`src/rtl/probe_arbiter_if.sv`:
```
// probe_arbiter_if: handshake/bus bundle for the probe header arbiter.
//   req      : per-requester transaction request (level)
//   req_out  : per-requester pin drive values, requester k at [12k+11:12k]
//   req_dir  : per-requester pin directions, same packing, 1 = drive
//   pins_in  : probe pin read-back
//   pins_out : probe pin drive values
//   pins_dir : probe pin directions, 1 = drive
//   sample   : pins_in captured for the last completed transaction
//   done     : one-cycle completion pulse to the granted requester
//   grant_id : index of the current or most recent granted requester
//   busy     : arbiter is in a transaction (not IDLE)
// N_REQ must match the N_REQ of the attached probe_arbiter.
interface probe_arbiter_if #(
  parameter int unsigned N_REQ = 4
);
  logic [N_REQ-1:0]    req;
  logic [N_REQ*12-1:0] req_out;
  logic [N_REQ*12-1:0] req_dir;
  logic [11:0]         pins_in;
  logic [11:0]         pins_out;
  logic [11:0]         pins_dir;
  logic [11:0]         sample;
  logic [N_REQ-1:0]    done;
  logic [2:0]          grant_id;
  logic                busy;

  // Requester / test-engine side
  modport master (
    output req, req_out, req_dir, pins_in,
    input  pins_out, pins_dir, sample, done, grant_id, busy
  );

  // Arbiter side
  modport slave (
    input  req, req_out, req_dir, pins_in,
    output pins_out, pins_dir, sample, done, grant_id, busy
  );
endinterface

```
`src/rtl/probe_arbiter.sv`:
```
// probe_arbiter: round-robin arbiter granting N_REQ test engines exclusive
// use of a 12-pin probe header. A transaction drives the granted requester's
// pin values, waits SETTLE_CYCLES, samples the pins, pulses done to that
// requester and releases the header to high-Z.
//   clk : rising-edge clock
//   rst : asynchronous active-high reset
//   bus : probe_arbiter_if.slave (req/req_out/req_dir/pins_in in;
//         pins_out/pins_dir/sample/done/grant_id/busy out)
module probe_arbiter #(
  parameter int unsigned N_REQ         = 4,
  parameter int unsigned SETTLE_CYCLES = 8
) (
  input logic           clk,
  input logic           rst,
  probe_arbiter_if.slave bus
);

  typedef enum logic [1:0] {IDLE, SETTLE, SAMPLE, RELEASE} state_t;

  localparam logic [N_REQ-1:0] DONE_LSB = {{(N_REQ-1){1'b0}}, 1'b1};

  state_t           state_q;
  logic [2:0]       ptr_q;
  logic [2:0]       gid_q;
  logic [7:0]       cnt_q;
  logic [11:0]      pout_q;
  logic [11:0]      pdir_q;
  logic [11:0]      smp_q;
  logic [N_REQ-1:0] done_q;

  logic [7:0]  req_ext;
  logic [3:0]  idx;
  logic [2:0]  pick_d;
  logic        any_d;
  logic [11:0] drv_out_d;
  logic [11:0] drv_dir_d;

  assign req_ext = 8'(bus.req);

  // Round-robin search starting at ptr; the rotated index is folded back
  // into 0..N_REQ-1 by subtraction so it never reaches N_REQ.
  always_comb begin
    idx    = '0;
    pick_d = '0;
    any_d  = 1'b0;
    for (int unsigned i = 0; i < N_REQ; i++) begin
      idx = 4'(ptr_q) + 4'(i);
      if (idx >= 4'(N_REQ)) idx = idx - 4'(N_REQ);
      if (!any_d && req_ext[idx[2:0]]) begin
        any_d  = 1'b1;
        pick_d = idx[2:0];
      end
    end
  end

  always_comb begin
    drv_out_d = '0;
    drv_dir_d = '0;
    for (int unsigned k = 0; k < N_REQ; k++) begin
      if (3'(k) == pick_d) begin
        drv_out_d = bus.req_out[12*k +: 12];
        drv_dir_d = bus.req_dir[12*k +: 12];
      end
    end
  end

  always_ff @(posedge clk or posedge rst) begin
    if (rst) begin
      state_q <= IDLE;
      ptr_q   <= '0;
      gid_q   <= '0;
      cnt_q   <= '0;
      pout_q  <= '0;
      pdir_q  <= '0;
      smp_q   <= '0;
      done_q  <= '0;
    end else begin
      case (state_q)
        IDLE: begin
          if (any_d) begin
            gid_q   <= pick_d;
            pout_q  <= drv_out_d;
            pdir_q  <= drv_dir_d;
            cnt_q   <= '0;
            state_q <= SETTLE;
          end
        end
        SETTLE: begin
          cnt_q <= cnt_q + 8'd1;
          if (cnt_q == 8'(SETTLE_CYCLES - 1)) state_q <= SAMPLE;
        end
        SAMPLE: begin
          smp_q   <= bus.pins_in;
          done_q  <= DONE_LSB << gid_q;
          state_q <= RELEASE;
        end
        RELEASE: begin
          done_q  <= '0;
          pdir_q  <= '0;
          pout_q  <= '0;
          ptr_q   <= (gid_q == 3'(N_REQ - 1)) ? '0 : gid_q + 3'd1;
          state_q <= IDLE;
        end
        default: state_q <= IDLE;
      endcase
    end
  end

  assign bus.pins_out = pout_q;
  assign bus.pins_dir = pdir_q;
  assign bus.sample   = smp_q;
  assign bus.done     = done_q;
  assign bus.grant_id = gid_q;
  assign bus.busy     = (state_q != IDLE);

endmodule

```
`src/flat_wrapper.sv`:
```
// flat-port wrapper written by rule: the top's interface ports become plain ports
module probe_arbiter_flat 
#(
  parameter int unsigned N_REQ         = 4,
  parameter int unsigned SETTLE_CYCLES = 8
)
  (clk, rst, bus_req, bus_req_out, bus_req_dir, bus_pins_in, bus_pins_out, bus_pins_dir, bus_sample, bus_done, bus_grant_id, bus_busy);
  probe_arbiter_if #(.N_REQ(N_REQ)) bus_i ();
  input logic clk;
  input logic rst;
  input wire logic [$bits(bus_i.req)-1:0] bus_req;
  input wire logic [$bits(bus_i.req_out)-1:0] bus_req_out;
  input wire logic [$bits(bus_i.req_dir)-1:0] bus_req_dir;
  input wire logic [$bits(bus_i.pins_in)-1:0] bus_pins_in;
  output wire logic [$bits(bus_i.pins_out)-1:0] bus_pins_out;
  output wire logic [$bits(bus_i.pins_dir)-1:0] bus_pins_dir;
  output wire logic [$bits(bus_i.sample)-1:0] bus_sample;
  output wire logic [$bits(bus_i.done)-1:0] bus_done;
  output wire logic [$bits(bus_i.grant_id)-1:0] bus_grant_id;
  output wire logic [$bits(bus_i.busy)-1:0] bus_busy;
  assign bus_i.req = bus_req;
  assign bus_i.req_out = bus_req_out;
  assign bus_i.req_dir = bus_req_dir;
  assign bus_i.pins_in = bus_pins_in;
  assign bus_pins_out = bus_i.pins_out;
  assign bus_pins_dir = bus_i.pins_dir;
  assign bus_sample = bus_i.sample;
  assign bus_done = bus_i.done;
  assign bus_grant_id = bus_i.grant_id;
  assign bus_busy = bus_i.busy;
  probe_arbiter #(.N_REQ(N_REQ), .SETTLE_CYCLES(SETTLE_CYCLES)) u_core (.clk(clk), .rst(rst), .bus(bus_i));
endmodule
```
`config.mk`:
```
export PLATFORM = sky130hd
export DESIGN_NAME = probe_arbiter_flat
export DESIGN_NICKNAME = d
export VERILOG_FILES = /design/src/rtl/probe_arbiter_if.sv /design/src/rtl/probe_arbiter.sv /design/src/flat_wrapper.sv
export SDC_FILE = /design/constraint.sdc
export NUM_CORES = 1
export LEC_CHECK = 0
export BUFFER_PORTS_ARGS = -buffer_cell sky130_fd_sc_hd__buf_2
export CAP_MARGIN = 0
export CORE_MARGIN = 2
export CORE_UTILIZATION = 25
export CTS_CLUSTER_SIZE = 16
export DETAILED_ROUTE_END_ITERATION = 10
export SLEW_MARGIN = 10
export SYNTH_ARGS = -nofsm -noshare
export SYNTH_HDL_FRONTEND = slang
export SYNTH_SLANG_ARGS = --single-unit
```
`constraint.sdc`:
```
create_clock -name clk -period 2.9 [get_ports clk]
set_clock_uncertainty 0.1 [all_clocks]
set_input_delay 0.29 -clock clk [delete_from_list [all_inputs] [get_ports clk]]
set_output_delay 0.29 -clock clk [all_outputs]
set_load 0.01 [all_outputs]
```
==> metrics, run 1 <==
status complete, no violations; most frequent cells in the layout buf_2 (157), dfrtp_1 (56), nand2_1 (37), mux2i_1 (34), o21a_1 (18); CTS root buffer clkbuf_16; area of the multi-input gates 0.00192 mm2; Max Fclk 373 MHz; hpwl dp 7450 um; RD Place Congestion 0.784; reg-to-reg slack, setup 220 ps; reg2reg start u_core.ptr_q[0]$_DFFE_PP0P_; Hold Path Depth 2; critical path startpoint u_core.ptr_q[0]$_DFFE_PP0P_; syn avg cell area 10.4 um2; Longest Clk Path Bufs 2; CTS H-tree depth 2; Core Footprint 0.0133 mm2; post-layout instance area 0.00467 mm2; critical path buffer and inverter count 2; Clk Latency, worst-skew pair 290 ps; DRC Markers 0; cts bufs inserted 5; RSZ-0062 raised after global routing false; Cell variety after synth 47; Worst setup SP type flop; vias in the first global route 3201; Port Buffers 157; # Post-CTS Setup Buffers 0; pwr dens 1070 mW/mm2; clock sink count 56; #FFs+latches synth 56; sequential cell area 0.00140 mm2; slowest stage delay, CP 590 ps; PnR worst setup slack 219 ps; vias 3170; largest net degree at the start of global routing 40; CP max-delay cell mux4_1; placed cell area 0.00447 mm2; DR WL/cell 14.7 um; global-route wire length before repair 15700 um; worst-path fanout max 18; Syn Inst Count 330; CTS tree done; Die Span X 121 um; crit-path cells buf_4 -> mux4_1 -> o21ai_1 -> nor4_4 -> buf_6 -> o21a_1 -> a2111oi_1 -> o31ai_1; Worst Tran Pin Value 776 ps; CTS clk-pin slew, worst paths 70 ps; Slew Limit Headroom 0.482; Reg2Reg Depth 8; HP Class in2reg; crit-path leading delay family compound AO/OA/AOI/OAI gates; Period Utilization, post-route 0.925; Period minus WS final 2680 ps; DP Worst Slack 138 ps; Synth Net Count 456; Worst Setup End Kind flop; antenna viol nets, final 0; Final Max Tran Viols 0; initial antenna violation count 0; Net count, final 613; sequential fraction of the synthesis area 0.409; Die Ht 121 um; layout cell share with drive strength beyond 1 0.418; Area Overhead vs Synth 36.5%; drt total wl 9790 um; worst vdd ir 0.403 mV; Netlist Area Pre-Place 0.00342 mm2; most common cell after layout, fill and taps aside buf_2; die area 0.0146 mm2; initial core utilization 0.257; Vias/cell 4.77; CP Data Required Time 2970 ps; Crit path arrival time 2750 ps; max cap viols 0; Layout fillers 1354; row count 42; Initial DRC Count 162; All-Layer GR Usage 0.133; Worst R2R End u_core.bus.pins_dir[10]$_DFFE_PP0P_; final setup vio count 0; Min-Delay Startpoint bus_pins_in[5]; IO Pins 158; Hold Fails Final Rpt 0; CP Class reg2reg; DR pass1 iterations 6; Levels on crit path 8; hold endpoint u_core.bus.sample[5]$_DFFE_PP0P_; antenna diode count 0; warnings from Yosys 0; global route total overflow 0; leakage power 0.00231 uW
[per-layer routing]
layer  up-vias  track usage  share of wire
li1       1543            -              -
met1      1502        0.167           0.43
met2       113        0.232           0.51
met3        12       0.0230          0.050
met4         0       0.0422          0.016
met5         -            0              0
[timing repair]
action | CTS | global route
hold endpoints to repair | 6 | 0
setup endpoints to repair | 0 | 8
hold buffers | 1 | 0
resized for setup | 0 | 3
[worst register-to-register path: stages, from the launching register on]
cell,delay (ps)
dfrtp_1,390
buf_4,220
mux4_1,590
o21ai_1,260
nor4_4,120
buf_6,180
o21a_1,180
a2111oi_1,400
o31ai_1,120
[flip-flops by register name, indices dropped and copies added (netlist names)]
name and flops:
u_core.cnt_q 8, u_core.bus.sample 12, u_core.bus.pins_out 12, u_core.bus.grant_id 3, u_core.ptr_q 3, u_core.bus.pins_dir 12
u_core.bus.done 4, u_core.state_q 2
[layout make-up]
class,count,share of cell area
multi-input cells,244,0.410
flip-flops and latches,56,0.300
repair buffers,170,0.196
well taps,176,0.0471
clock buffers,7,0.0327
inverters,10,0.00857
clock inverters,1,0.00642
[cell usage after synthesis (all sizes together)]
cell type	n	area share
a21o	2	0.0044
a21boi	1	0.0022
a41oi	1	0.0026
a32o	1	0.0029
a22oi	1	0.0037
nor3	3	0.0044
clkbuf	9	0.0099
and2	2	0.0037
a211oi	11	0.024
o211ai	1	0.0022
nor4	1	0.0062
o31ai	9	0.021
nand2b	2	0.0037
nor3b	1	0.0022
clkinv	1	0.0011
nand4	4	0.0073
nor2	18	0.022
nand2	37	0.041
xnor2	1	0.0026
mux4	3	0.021
a21oi	7	0.010
nand3	2	0.0029
dfrtp	56	0.41
nand3b	1	0.0022
o221ai	15	0.038
and3	2	0.0037
inv	9	0.0099
o22a	1	0.0026
nor2b	9	0.016
o22ai	4	0.0073
mux2i	34	0.099
o21a	18	0.039
mux2	13	0.043
a2111oi	9	0.029
ha	12	0.044
buf	11	0.023
o21ai	10	0.015
xor2	5	0.013
a31oi	3	0.0055
[how the worst max path moves through the flow]
stage                                               end  slack [ps]
floorplan            u_core.bus.pins_out[7]$_DFFE_PP0P_        -240
detailed placement  u_core.bus.pins_out[10]$_DFFE_PP0P_         140
global route        u_core.bus.pins_dir[10]$_DFFE_PP0P_          20
global placement    u_core.bus.pins_dir[10]$_DFFE_PP0P_         220
CTS                 u_core.bus.pins_out[11]$_DFFE_PP0P_         120
finish              u_core.bus.pins_dir[10]$_DFFE_PP0P_         220
[logic make-up after synthesis]
kind of cell / share of synthesized area
DFF: 0.409
adders and majority gates: 0.0439
AOI/OAI and AO/OA: 0.210
muxes: 0.163
xor gates and xnor gates: 0.0154
buffers and inverters: 0.0435
and+or+nand+nor: 0.115
[power by group]
| part | leakage (uW) | switching [uW] | internal (uW) | total [uW] |
|---|---|---|---|---|
| logic | 0.00151 | 1650 | 1300 | 2950 |
| clock network | 0.0000901 | 286 | 456 | 742 |
| registers | 0.000714 | 191 | 1100 | 1290 |
[through the flow]
step	setup TNS [ps]	hold WS, ps	instances	util	total power, uW
2_1_floorplan	-2330	342	330	-	3370
3_3_place_gp	0	88.8	655	0.336	4160
3_5_place_dp	0	92.0	655	0.336	4260
4_1_cts	0	109	664	0.351	5010
5_1_grt	0	113	664	0.352	5380
6_report	0	121	664	0.352	4980
Power figures use the tool's default switching activity.
==> run 2, diff against run 1 <==
==> constraint.sdc (replaced) <==
create_clock -name clk -period 3.4 [get_ports clk]
set_clock_uncertainty 0.1 [all_clocks]
set_input_delay 0.34 -clock clk [delete_from_list [all_inputs] [get_ports clk]]
set_output_delay 0.34 -clock clk [all_outputs]
set_load 0.01 [all_outputs]
==> metrics, run 2 (synthesized netlist as in run 1, its figures left out) <==
Hold Fails Final Rpt 0 (unchanged); global route total overflow 0 (unchanged); status complete, no violations; Period minus WS final 3020 ps (+341 ps); global-route wire length before repair 15900 um (+1.5%); initial antenna violation count 0 (unchanged); Die Span X 121 um (unchanged); worst vdd ir 0.280 mV (-31%); Clk Latency, worst-skew pair 300 ps (about the same); met2 Use GR 0.232 (-0.000351); Core Footprint 0.0133 mm2 (unchanged); critical path buffer and inverter count 3 (+1); Worst Setup End Kind flop; most common cell after layout, fill and taps aside buf_2; Net count, final 610 (-0.49%); CTS clk-pin slew, worst paths 80 ps (about the same); most frequent cells in the layout buf_2 (157), dfrtp_1 (56), nand2_1 (37), mux2i_1 (34), o21a_1 (18); row count 42 (unchanged); CP Class reg2reg; post-layout instance area 0.00455 mm2 (-2.6%); IO Pins 158 (unchanged); largest net degree at the start of global routing 40 (unchanged); placed cell area 0.00442 mm2 (-1.2%); die area 0.0146 mm2 (unchanged); All-Layer GR Usage 0.136 (+0.00253); Layout fillers 1353 (-0.074%); Period Utilization, post-route 0.889 (-0.0357); Worst setup SP type flop; reg2reg start u_core.ptr_q[1]$_DFFE_PP0P_; drt total wl 9940 um (+1.5%); gr busiest metal met2; M3 GR Usage 0.0226 (-0.000470); grt met1 use 0.174 (+0.00698); CTS root buffer clkbuf_16; crit-path leading delay family compound AO/OA/AOI/OAI gates; Reg2Reg Depth 10 (+2); vias 3170 (unchanged); leakage power 0.00226 uW (-2.1%); max cap viols 0 (unchanged); Worst R2R End u_core.bus.pins_dir[5]$_DFFE_PP0P_; layout cell share with drive strength beyond 1 0.407 (-0.0110); Vias/cell 4.80 (+0.61%); Slew Limit Headroom 0.505 (+0.0226); Worst Tran Pin Value 742 ps (-33.9 ps); CP Data Required Time 3470 ps (+500 ps); clock sink count 56 (unchanged); Hold Buf Count CTS 0 (-1); CTS tree done; crit-path cells inv_1 -> ha_1 -> buf_4 -> mux4_1 -> o21ai_1 -> nor4_4 -> buf_4 -> o21a_1 -> a2111oi_0 -> o31ai_1; setup_tns 0 ps (unchanged); slowest stage delay, CP 530 ps (-60 ps); Final Max Tran Viols 0 (unchanged); # Post-CTS Setup Buffers 0 (unchanged); antenna diode count 0 (unchanged); Die Ht 121 um (unchanged); worst-path fanout max 18 (unchanged); hpwl dp 7530 um (+1.1%); vias in the first global route 3281 (+2.5%); Crit path arrival time 3090 ps (+340 ps); CP max-delay cell dfrtp_1; pwr dens 885 mW/mm2 (-17%); final setup vio count 0 (unchanged); DR WL/cell 15.1 um (+2.1%); RSZ-0062 raised after global routing false; HP Class in2async; DRC Markers 0 (unchanged); antenna viol nets, final 0 (unchanged); RD Place Congestion 0.902 (+15%); CTS H-tree depth 2 (unchanged); Max Fclk 331 MHz (-11%); cts bufs inserted 5 (unchanged); Initial DRC Count 90 (-44%); initial core utilization 0.257 (unchanged); CTS resizes 0 (unchanged); most used cell, CP buf_4; DR pass1 iterations 4 (-2); Area Overhead vs Synth 33.0%; reg-to-reg slack, setup 380 ps (+160 ps); Port Buffers 157 (unchanged); Longest Clk Path Bufs 2 (unchanged)
run 2: cell count changes in the layout (fill, tap and decap cells not counted), moves of 2 or more:
cell       change
clkbuf_8       -2
a2111oi_2      -2
a2111oi_0      +8
a2111oi_1      -6
run 2: power breakdown:
part,internal [uW],switching (uW),total [uW]
Combinational,1040,1360,2410
Clock,269,249,517
Sequential,938,167,1100
Total,2250,1780,4030
run 2: area by class of cell:
type,instances,area (um2),area share
inverter,10,37.5,0.00824
multi-input combinational,244,1880,0.414
clock buffer,5,125,0.0275
sequential,56,1400,0.308
clock inverter,2,12.5,0.00275
tap,176,220,0.0484
timing repair buffer,167,873,0.192
run 2: per-stage QoR:
| step | util | std cells | hold slack, ps | setup WS (ps) | power [uW] |
|---|---|---|---|---|---|
| after floorplan | - | 330 | 377 | 219 | 2820 |
| after global placement | 0.332 | 653 | 364 | 539 | 3470 |
| after detailed placement | 0.332 | 653 | 367 | 409 | 3540 |
| after CTS | 0.342 | 660 | 74.3 | 401 | 4060 |
| after global routing | 0.342 | 660 | 118 | 76.9 | 4360 |
| final | 0.342 | 660 | 39.9 | 378 | 4030 |
run 2: worst register-to-register path, delay by kind of cell (launching register included):
kind	cells	cell delay, ps
AOI/OAI and AO/OA	4	1000
adders and majority gates	1	330
and+or+nand+nor	1	110
muxes	1	320
DFF	1	530
buffers and inverters	3	520
run 2: worst max path at each step:
| stage | start | to | slack [ps] | depth (start not counted) |
|---|---|---|---|---|
| finish | u_core.ptr_q[1]$_DFFE_PP0P_ | u_core.bus.pins_dir[5]$_DFFE_PP0P_ | 380 | 10 |
| global route | u_core.ptr_q[1]$_DFFE_PP0P_ | u_core.bus.pins_dir[3]$_DFFE_PP0P_ | 80 | 10 |
| CTS | u_core.ptr_q[1]$_DFFE_PP0P_ | u_core.bus.pins_dir[5]$_DFFE_PP0P_ | 400 | 10 |
| detailed placement | u_core.ptr_q[1]$_DFFE_PP0P_ | u_core.bus.pins_dir[5]$_DFFE_PP0P_ | 410 | 10 |
| global placement | u_core.ptr_q[1]$_DFFE_PP0P_ | u_core.bus.pins_dir[6]$_DFFE_PP0P_ | 540 | 10 |
| floorplan | u_core.ptr_q[0]$_DFFE_PP0P_ | u_core.bus.pins_out[7]$_DFFE_PP0P_ | 220 | 11 |
run 2: per-layer routing:
metal	wire length, um	vias to the layer above
met5	0	-
met4	183	0
met3	428	15
met2	4940	110
met1	4390	1505
li1	-	1540
